**src/rtl/key_debounce_pkg.sv**
```systemverilog
// Shared types and default timing for the keypad debounce/repeat block.
package key_debounce_pkg;

    typedef enum logic [1:0] {
        IDLE       = 2'd0,
        DB_PRESS   = 2'd1,
        HELD       = 2'd2,
        DB_RELEASE = 2'd3
    } kdb_state_t;

    // Defaults for a 48 MHz system clock
    localparam int DEF_DEBOUNCE_CYCLES      = 960000;    // 20 ms
    localparam int DEF_REPEAT_DELAY_CYCLES  = 24000000;  // 500 ms
    localparam int DEF_REPEAT_PERIOD_CYCLES = 4800000;   // 100 ms

    function automatic int max3(input int a, input int b, input int c);
        int m;
        m = (a > b) ? a : b;
        return (m > c) ? m : c;
    endfunction

endpackage

```
**src/rtl/sync_2ff.sv**
```systemverilog
// Two-flop synchroniser for slow asynchronous level inputs.
module sync_2ff #(
    parameter int WIDTH = 1
) (
    input  logic             clk,
    input  logic             reset,
    input  logic [WIDTH-1:0] d,
    output logic [WIDTH-1:0] q
);

    logic [WIDTH-1:0] meta;

    // Two-stage capture; both stages cleared by the synchronous reset
    always_ff @(posedge clk) begin
        if (!reset) begin
            meta <= '0;
            q    <= '0;
        end else begin
            meta <= d;
            q    <= meta;
        end
    end

endmodule

```
**src/rtl/key_debounce_repeat.sv**
```systemverilog
// Keypad debouncer: qualifies press/release over a stable interval and
// emits single-cycle press, auto-repeat and release strobes.
module key_debounce_repeat
    import key_debounce_pkg::*;
#(
    parameter int CODE_W               = 4,
    parameter int DEBOUNCE_CYCLES      = DEF_DEBOUNCE_CYCLES,
    parameter int REPEAT_EN            = 0,
    parameter int REPEAT_DELAY_CYCLES  = DEF_REPEAT_DELAY_CYCLES,
    parameter int REPEAT_PERIOD_CYCLES = DEF_REPEAT_PERIOD_CYCLES
) (
    input  logic              clk,
    input  logic              reset,
    input  logic              key_pressed,
    input  logic [CODE_W-1:0] code_in,
    output logic [CODE_W-1:0] code_out,
    output logic              press_pulse,
    output logic              repeat_pulse,
    output logic              release_pulse,
    output logic              key_held
);

    localparam int CNT_W = $clog2(max3(DEBOUNCE_CYCLES, REPEAT_DELAY_CYCLES,
                                       REPEAT_PERIOD_CYCLES)) + 1;
    localparam logic [CNT_W-1:0] DB_LAST  = CNT_W'(DEBOUNCE_CYCLES - 1);
    localparam logic [CNT_W-1:0] RPT_DLY  = CNT_W'(REPEAT_DELAY_CYCLES - 1);
    localparam logic [CNT_W-1:0] RPT_PER  = CNT_W'(REPEAT_PERIOD_CYCLES - 1);

    kdb_state_t        state;
    logic              kp_s;
    logic [CODE_W-1:0] code_q;
    logic [CODE_W-1:0] cand;
    logic [CNT_W-1:0]  db_cnt;
    logic [CNT_W-1:0]  rep_cnt;
    logic              rep_periodic;   // first repeat already issued

    sync_2ff #(.WIDTH(1)) u_sync (
        .clk   (clk),
        .reset (reset),
        .d     (key_pressed),
        .q     (kp_s)
    );

    // Code is held stable by the scanner, so a single capture stage suffices
    always_ff @(posedge clk) begin
        if (!reset) code_q <= '0;
        else        code_q <= code_in;
    end

    // Debounce/repeat FSM with registered strobes
    always_ff @(posedge clk) begin
        if (!reset) begin
            state         <= IDLE;
            db_cnt        <= '0;
            rep_cnt       <= '0;
            rep_periodic  <= 1'b0;
            cand          <= '0;
            code_out      <= '0;
            press_pulse   <= 1'b0;
            repeat_pulse  <= 1'b0;
            release_pulse <= 1'b0;
            key_held      <= 1'b0;
        end else begin
            press_pulse   <= 1'b0;
            repeat_pulse  <= 1'b0;
            release_pulse <= 1'b0;
            case (state)
                IDLE: begin
                    db_cnt <= '0;
                    if (kp_s) begin
                        state <= DB_PRESS;
                        cand  <= code_q;
                    end
                end
                DB_PRESS: begin
                    if (!kp_s) begin
                        state  <= IDLE;
                        db_cnt <= '0;
                    end else if (code_q != cand) begin
                        // code moved under us: restart qualification on new code
                        cand   <= code_q;
                        db_cnt <= '0;
                    end else if (db_cnt == DB_LAST) begin
                        state        <= HELD;
                        db_cnt       <= '0;
                        code_out     <= cand;
                        press_pulse  <= 1'b1;
                        key_held     <= 1'b1;
                        rep_cnt      <= '0;
                        rep_periodic <= 1'b0;
                    end else begin
                        db_cnt <= db_cnt + 1'b1;
                    end
                end
                HELD: begin
                    if (!kp_s) begin
                        state  <= DB_RELEASE;
                        db_cnt <= '0;
                    end else if (REPEAT_EN != 0) begin
                        if (rep_cnt == (rep_periodic ? RPT_PER : RPT_DLY)) begin
                            repeat_pulse <= 1'b1;
                            rep_cnt      <= '0;
                            rep_periodic <= 1'b1;
                        end else begin
                            rep_cnt <= rep_cnt + 1'b1;
                        end
                    end
                end
                DB_RELEASE: begin
                    // rep_cnt frozen here so a release bounce resumes the cadence
                    if (kp_s) begin
                        state  <= HELD;
                        db_cnt <= '0;
                    end else if (db_cnt == DB_LAST) begin
                        state         <= IDLE;
                        db_cnt        <= '0;
                        release_pulse <= 1'b1;
                        key_held      <= 1'b0;
                    end else begin
                        db_cnt <= db_cnt + 1'b1;
                    end
                end
                default: begin
                    state    <= IDLE;
                    db_cnt   <= '0;
                    key_held <= 1'b0;
                end
            endcase
        end
    end

endmodule
```
**config.mk**
```make
export PLATFORM = sky130hd
export DESIGN_NAME = key_debounce_repeat
export DESIGN_NICKNAME = d
export VERILOG_FILES = /design/src/rtl/key_debounce_pkg.sv /design/src/rtl/sync_2ff.sv /design/src/rtl/key_debounce_repeat.sv
export SDC_FILE = /design/constraint.sdc
export NUM_CORES = 1
export LEC_CHECK = 0
export BUFFER_PORTS_ARGS = -buffer_cell sky130_fd_sc_hd__clkbuf_2
export CORE_MARGIN = 2
export CORE_UTILIZATION = 55
export DETAILED_ROUTE_END_ITERATION = 16
export PLACE_DENSITY_LB_ADDON = 0.2
export SLEW_MARGIN = 0
export SYNTH_ARGS = -nofsm -noshare
export SYNTH_HDL_FRONTEND = slang
export SYNTH_SLANG_ARGS = --single-unit
```
**constraint.sdc**
```tcl
create_clock -name clk -period 4.1 [get_ports clk]
set_input_delay 0.82 -clock clk [delete_from_list [all_inputs] [get_ports clk]]
set_output_delay 0.82 -clock clk [all_outputs]
set_load 0.03 [all_outputs]
```
# Yosys cells after proc, flatten, opt, wreduce, memory -nomap -nowiden
# Index checks and enable logic that the tools add are counted.
op_classes:
  n_addsub: 1
  eq_ne: 16
  muxes: 25
  bitwise: 5
  reduce_logical: 9
ops:
  columns: ["op", "count"]
  rows:
  - ["26-bit two-way mux", 5]
  - ["26-bit one-hot mux with 4 select lines", 1]
  - ["26-bit by 1-bit adder with 26-bit output (second input constant)", 1]
  - ["26-bit by 20-bit == test with 1-bit output (second input constant)", 1]
  - ["2-bit two-way mux", 7]
  - ["4-bit two-way mux", 3]
  - ["2-bit != test (second input constant)", 6]
  - ["2-bit one-hot mux with 4 select lines", 1]
  - ["4-bit one-hot mux with 2 select lines", 1]
  - ["4-bit AND reduction", 2]
  - ["1-bit two-way mux", 6]
  - ["3-bit != test (second input constant)", 2]
  - ["6-bit AND reduction", 1]
  - ["1-bit inverter", 5]
  - ["5-bit AND reduction", 1]
  - ["2-bit == test (second input constant)", 2]
  - ["2-bit by 1-bit != test with 1-bit output (second input constant)", 2]
  - ["4-bit != test", 1]
  - ["2-bit nonzero test", 2]
  - ["4-bit OR reduction", 1]
  - ["3-bit by 2-bit != test with 1-bit output (second input constant)", 1]
  - ["3-bit OR reduction", 1]
  - ["2-bit by 1-bit == test with 1-bit output (second input constant)", 1]
  - ["2-bit zero test", 1]
  - ["1-bit one-hot mux with 2 select lines", 1]
totals:
  register_bits: 45
  input_bits: 7
  out_inout_bits: 8
  wordCells: 66

# Logic depth before layout (Yosys ltp)
depth:
  word_depth: 5
  depth_mapped: 8
  mapped_depth_nobuf: 7

# Modules after synthesis
# From an unflattened synthesis, not the netlist that was laid out.
unflattened:
  cells_unflattened: 252
  hier_area_um2: 2082.0
by_module_without_submodules:
  columns: ["mod", "instances", "cells_per_inst", "area_per_inst_um2", "seq_area_each_um2"]
  rows:
  - ["key_debounce_repeat", 1, 248, 2029.4, 860.8]
  - ["sync_2ff", 1, 4, 52.6, 40.0]

# Worst setup path after synthesis
# OpenSTA, ideal clock, no wires.
synth_path:
  path_type: "reg2reg"
  from: "reg db_cnt[0]"
  to: "reg db_cnt[24]"
  setup_time_ns: 0.122
  t_arrival_ns: 1.750
  t_required_ns: 3.978
  slack_ns: 2.228
  stages_incl_launch_ff: 9
  path_buffers: 1
  synth_period_minus_slack_ns: 1.872
  path_cell_list: "dfxtp_1 > ha_1 > inv_1 > nor3_2 > and3_1 > clkbuf_1 > nand4_1 > and3_1 > a221o_1"
synth_between:
  elab_chain_cells: 5
  elab_cells_between_ends: 7
  classes_between: "add/sub (1); eq/ne (1); mux (5)"
synth_rtl:
  columns: ["element", "line_no", "source"]
  rows:
  - ["start: declaration", "key_debounce_repeat.sv:33", "logic [CNT_W-1:0] db_cnt;"]
  - ["start signal: assignment", "key_debounce_repeat.sv:92", "db_cnt <= db_cnt + 1'b1;"]
  - ["start signal: assignment", "key_debounce_repeat.sv:120", "db_cnt <= db_cnt + 1'b1;"]
  - ["26-bit by 1-bit adder with 26-bit output or 26-bit by 20-bit == test with 1-bit output (tied branches)", null, null]
  - ["26-bit two-way mux (*)", "key_debounce_repeat.sv:83, key_debounce_repeat.sv:114", null]
  - ["26-bit two-way mux", "key_debounce_repeat.sv:79", "end else if (code_q != cand) begin"]
  - ["26-bit two-way mux", "key_debounce_repeat.sv:76", "if (!kp_s) begin"]
  - ["26-bit one-hot mux with 4 select lines (*)", "key_debounce_repeat.sv:67", "case (state)"]
# Every way passes the cells marked *; elsewhere a longest branch is shown, timed or not.
# A chain may end at the register's enable or synchronous reset.

# Worst setup path after layout
layout_path:
  from: "reg u_sync.q"
  to: "reg db_cnt[17]"
layout_between:
  elab_chain_cells: 2
  elab_cells_between_ends: 4
  classes_between: "eq/ne (1); mux (3)"
layout_rtl:
  columns: ["element", "line_no", "source"]
  rows:
  - ["start: declaration", "sync_2ff.sv:8", "output logic [WIDTH-1:0] q"]
  - ["start signal: assignment", "sync_2ff.sv:20", "q <= meta;"]
  - ["26-bit two-way mux, on equally long branches", "key_debounce_repeat.sv:111, key_debounce_repeat.sv:76", null]
  - ["26-bit one-hot mux with 4 select lines", "key_debounce_repeat.sv:67", null]
# Parallel ways exist; a longest one is shown, timed or not.

==> impl_metrics.env <==
export IMPL_design_power_total_uw=723
export IMPL_mappedNetlistNets=252
export IMPL_yosys_area_top_type_share_pct=41.9
export IMPL_fin_util_pct=62.1
export IMPL_critical_path_class="register to register"
export IMPL_global_route_wire_length_before_repair_microns=6620
export IMPL_postCtsSetupRepairBufs=0
export IMPL_tritoncts="yes"
export IMPL_cp_end_kind="register"
export IMPL_setup_tns_final_ns=0
export IMPL_worstSkewPairLatency_ns=0.29
export IMPL_route_detailed_wl_per_inst_microns=12.8
export IMPL_antennaDiodeCount=0
export IMPL_post_drt_via_cell_ratio=5.64
export IMPL_final_max_slew_viols=0
export IMPL_status="complete, no violations"
export IMPL_clock_sinks=45
export IMPL_cts_buffers_inserted=5
export IMPL_coreArea_sq_um=3720
export IMPL_drc_errors=0
export IMPL_critical_path_startpoint_type="register"
export IMPL_synthMostInstantiatedCell="sky130_fd_sc_hd__dfxtp_1"
export IMPL_max_cap_viol_count=0
export IMPL_die_width_microns=66.6
export IMPL_synth_enable_flop_cells=0
export IMPL_routed_wl_microns=3860
export IMPL_detail_route_antenna_nets=0
export IMPL_area_of_the_multi_input_gates_sq_um=1180
export IMPL_yosys_warnings=0
export IMPL_synth_ff_latch_count=45
export IMPL_synth_main_ff_cell="sky130_fd_sc_hd__dfxtp_1"
export IMPL_final_layout_size_suffix_gt1_share_pct=11.1
export IMPL_maxSlewHeadroom_pct=42.6
export IMPL_timing_critical_path_fanout_max=31
export IMPL_vias_after_detailed_routing=1698
export IMPL_worst_path_largest_cell_delay_ns=0.70
export IMPL_grt_overflow_total=0
export IMPL_synth_top_cells_by_area="sky130_fd_sc_hd__dfxtp_1, sky130_fd_sc_hd__nand2_1, sky130_fd_sc_hd__mux2i_1, sky130_fd_sc_hd__nand3_1, sky130_fd_sc_hd__a22o_1"
export IMPL_clock_tree_root_cell="sky130_fd_sc_hd__clkbuf_8"
export IMPL_synth_cell_type_count=43
export IMPL_hold_path_startpoint="u_sync.meta"
export IMPL_finalSetupViolCount=0
export IMPL_place_port_buffers=13
export IMPL_synth_top_area_cell="sky130_fd_sc_hd__dfxtp_1"
export IMPL_total_leakage_power_uw=0.000893
export IMPL_worst_ep_required_time_ns=4.31
export IMPL_maximum_number_of_pins_on_one_net_before_global_route_repair=32
export IMPL_grt_antenna_before_repair=0
export IMPL_p_per_area_nw_per_um2=314
export IMPL_row_count=22
export IMPL_post_dp_hpwl_microns=2640
export IMPL_drt_pre_antenna_iters=4
export IMPL_worstSetupStartpoint="u_sync.q"
export IMPL_vdd_ir_drop_worst_v=0.000274
export IMPL_yosysSeqAreaShare_pct=41.9
export IMPL_hold_buffers=0
export IMPL_fillerInstances=346
export IMPL_die_area_sq_um=4430
export IMPL_flip_flop_and_latch_area_sq_um=901
export IMPL_synth_top_cells_by_count="sky130_fd_sc_hd__dfxtp_1, sky130_fd_sc_hd__nand2_1, sky130_fd_sc_hd__nand3_1, sky130_fd_sc_hd__nor2_1, sky130_fd_sc_hd__a21oi_1"
export IMPL_io_pins=15
export IMPL_place_gp_congestion=0.827
export IMPL_clkTransAtPathRegs_ns=0.08
export IMPL_rsz_0062_raised_after_global_routing="no"
export IMPL_grt_total_usage_pct=19.6
export IMPL_final_net_count=261
export IMPL_dieHeight_microns=66.6
export IMPL_critical_path_arrival_ns=2.93
export IMPL_post_synth_inst_count=243
export IMPL_min_period_over_period_pct=66.5
export IMPL_synth_avg_cell_area_sq_um=8.86
export IMPL_initial_utilization_pct=57.9
export IMPL_count_of_endpoints_failing_hold_in_the_final_timing_report=0
export IMPL_cts_resized=0
export IMPL_syn2layout_area_growth_pct=7.15
export IMPL_grt_pass1_vias=1497
export IMPL_clock_skew_ns=0.0107
export IMPL_cp_cell_sequence="nor2b_1 > a21oi_2 > nor4bb_4 > buf_4 > nand2_1 > o311ai_2"
export IMPL_clk_path_buf_depth=2
export IMPL_critical_path_slowest_cell="sky130_fd_sc_hd__nor4bb_4"
export IMPL_hold_class="register to register"
export IMPL_drt_iter0_markers=95
export IMPL_cts_max_level=2
export IMPL_tightest_slew_ns=0.853
export IMPL_layout_min_cycle_time_ns=2.72
export IMPL_synth_cell_area_sq_um=2150
export IMPL_regToRegStartpoint="u_sync.q"
export IMPL_postSynth_asyncResetShare_pct=0
export IMPL_achievable_frequency_ghz=0.367
[stage by stage]
step	instance area, sq um	setup WS, ns	hold WS, ns	instances
final	2310	1.38	0.436	301
after global routing	2310	1.12	0.454	301
after CTS	2310	1.38	0.441	301
after detailed placement	2220	1.39	0.423	293
after global placement	2220	1.48	0.429	293
after floorplan	2150	2.23	0.412	243
[cells in the final DEF (no fill, tap or decap), types with 3 or more instances in the layout]
master and count:
sky130_fd_sc_hd__dfxtp_1 45, sky130_fd_sc_hd__nand2_1 31, sky130_fd_sc_hd__nand3_1 18, sky130_fd_sc_hd__nor2_1 13
sky130_fd_sc_hd__clkbuf_2 13, sky130_fd_sc_hd__a21oi_1 11, sky130_fd_sc_hd__nor2b_1 10, sky130_fd_sc_hd__and3_1 10
sky130_fd_sc_hd__mux2i_1 10, sky130_fd_sc_hd__and2_1 9, sky130_fd_sc_hd__a22o_1 8, sky130_fd_sc_hd__nand4_1 7
sky130_fd_sc_hd__a21o_1 6, sky130_fd_sc_hd__a21boi_0 6, sky130_fd_sc_hd__a31oi_1 5, sky130_fd_sc_hd__clkbuf_8 5
sky130_fd_sc_hd__xor2_1 4, sky130_fd_sc_hd__inv_1 3, sky130_fd_sc_hd__nand2b_1 3, sky130_fd_sc_hd__o21ai_0 3
[state kept, by name (all words and copies together), names as in the netlist, named ones only]
signal / flops
cand: 4
code_out: 4
code_q: 4
db_cnt: 26
key_held: 1
press_pulse: 1
release_pulse: 1
state: 1
u_sync.meta: 1
u_sync.q: 1
[logic make-up (layout without fill, tap and decap cells)]
kind of cell	after synthesis	count (layout)	share of synthesized area (%)
compound gates	49	49	16.6
xor+xnor	6	6	2.44
fa+ha+maj	2	2	1.16
buf+inv	15	25	4.07
flops	45	45	41.9
mux	10	10	4.65
other cells	1	1	0.174
simple gates	115	115	29.0
[path summary, 6_finish.rpt]
check	endpoint	slack, ns	depth (start not counted)
worst min-delay path	u_sync.q	0.44	1
worst max register to register	db_cnt[17]	1.38	6
worst max-delay path	db_cnt[17]	1.38	6
worst min register to register	u_sync.q	0.44	1
[layer usage]
| layer | GRT usage (%) | wire length [microns] | vias to the layer above |
|---|---|---|---|
| met4 | 9.18 | 49 | 0 |
| li1 | - | - | 886 |
| met2 | 31.4 | 1750 | 35 |
| met5 | 0 | 0 | - |
| met1 | 24.8 | 1910 | 773 |
| met3 | 4.56 | 142 | 4 |
[critical path, delay by kind of cell (launching register included)]
kind,cells,cell delay (ns)
and+or+nand+nor,3,1.45
buffers and inverters,1,0.42
DFF,1,0.40
AOI/OAI and AO/OA,2,0.38
[power breakdown]
| part | switching, uW | internal (uW) | total, uW |
|---|---|---|---|
| Clock | 140 | 118 | 258 |
| Sequential | 3.09 | 441 | 444 |
| Combinational | 10.5 | 10.4 | 20.9 |
| Total | 154 | 569 | 723 |
[layout make-up]
type | instances | area share (%)
flip-flops and latches | 45 | 39.1
clock buffers | 6 | 3.15
inverters | 3 | 0.488
clock inverters | 2 | 0.434
repair buffers | 14 | 3.15
multi-input cells | 183 | 51.1
well taps | 48 | 2.60
Power figures use the tool's default switching activity.
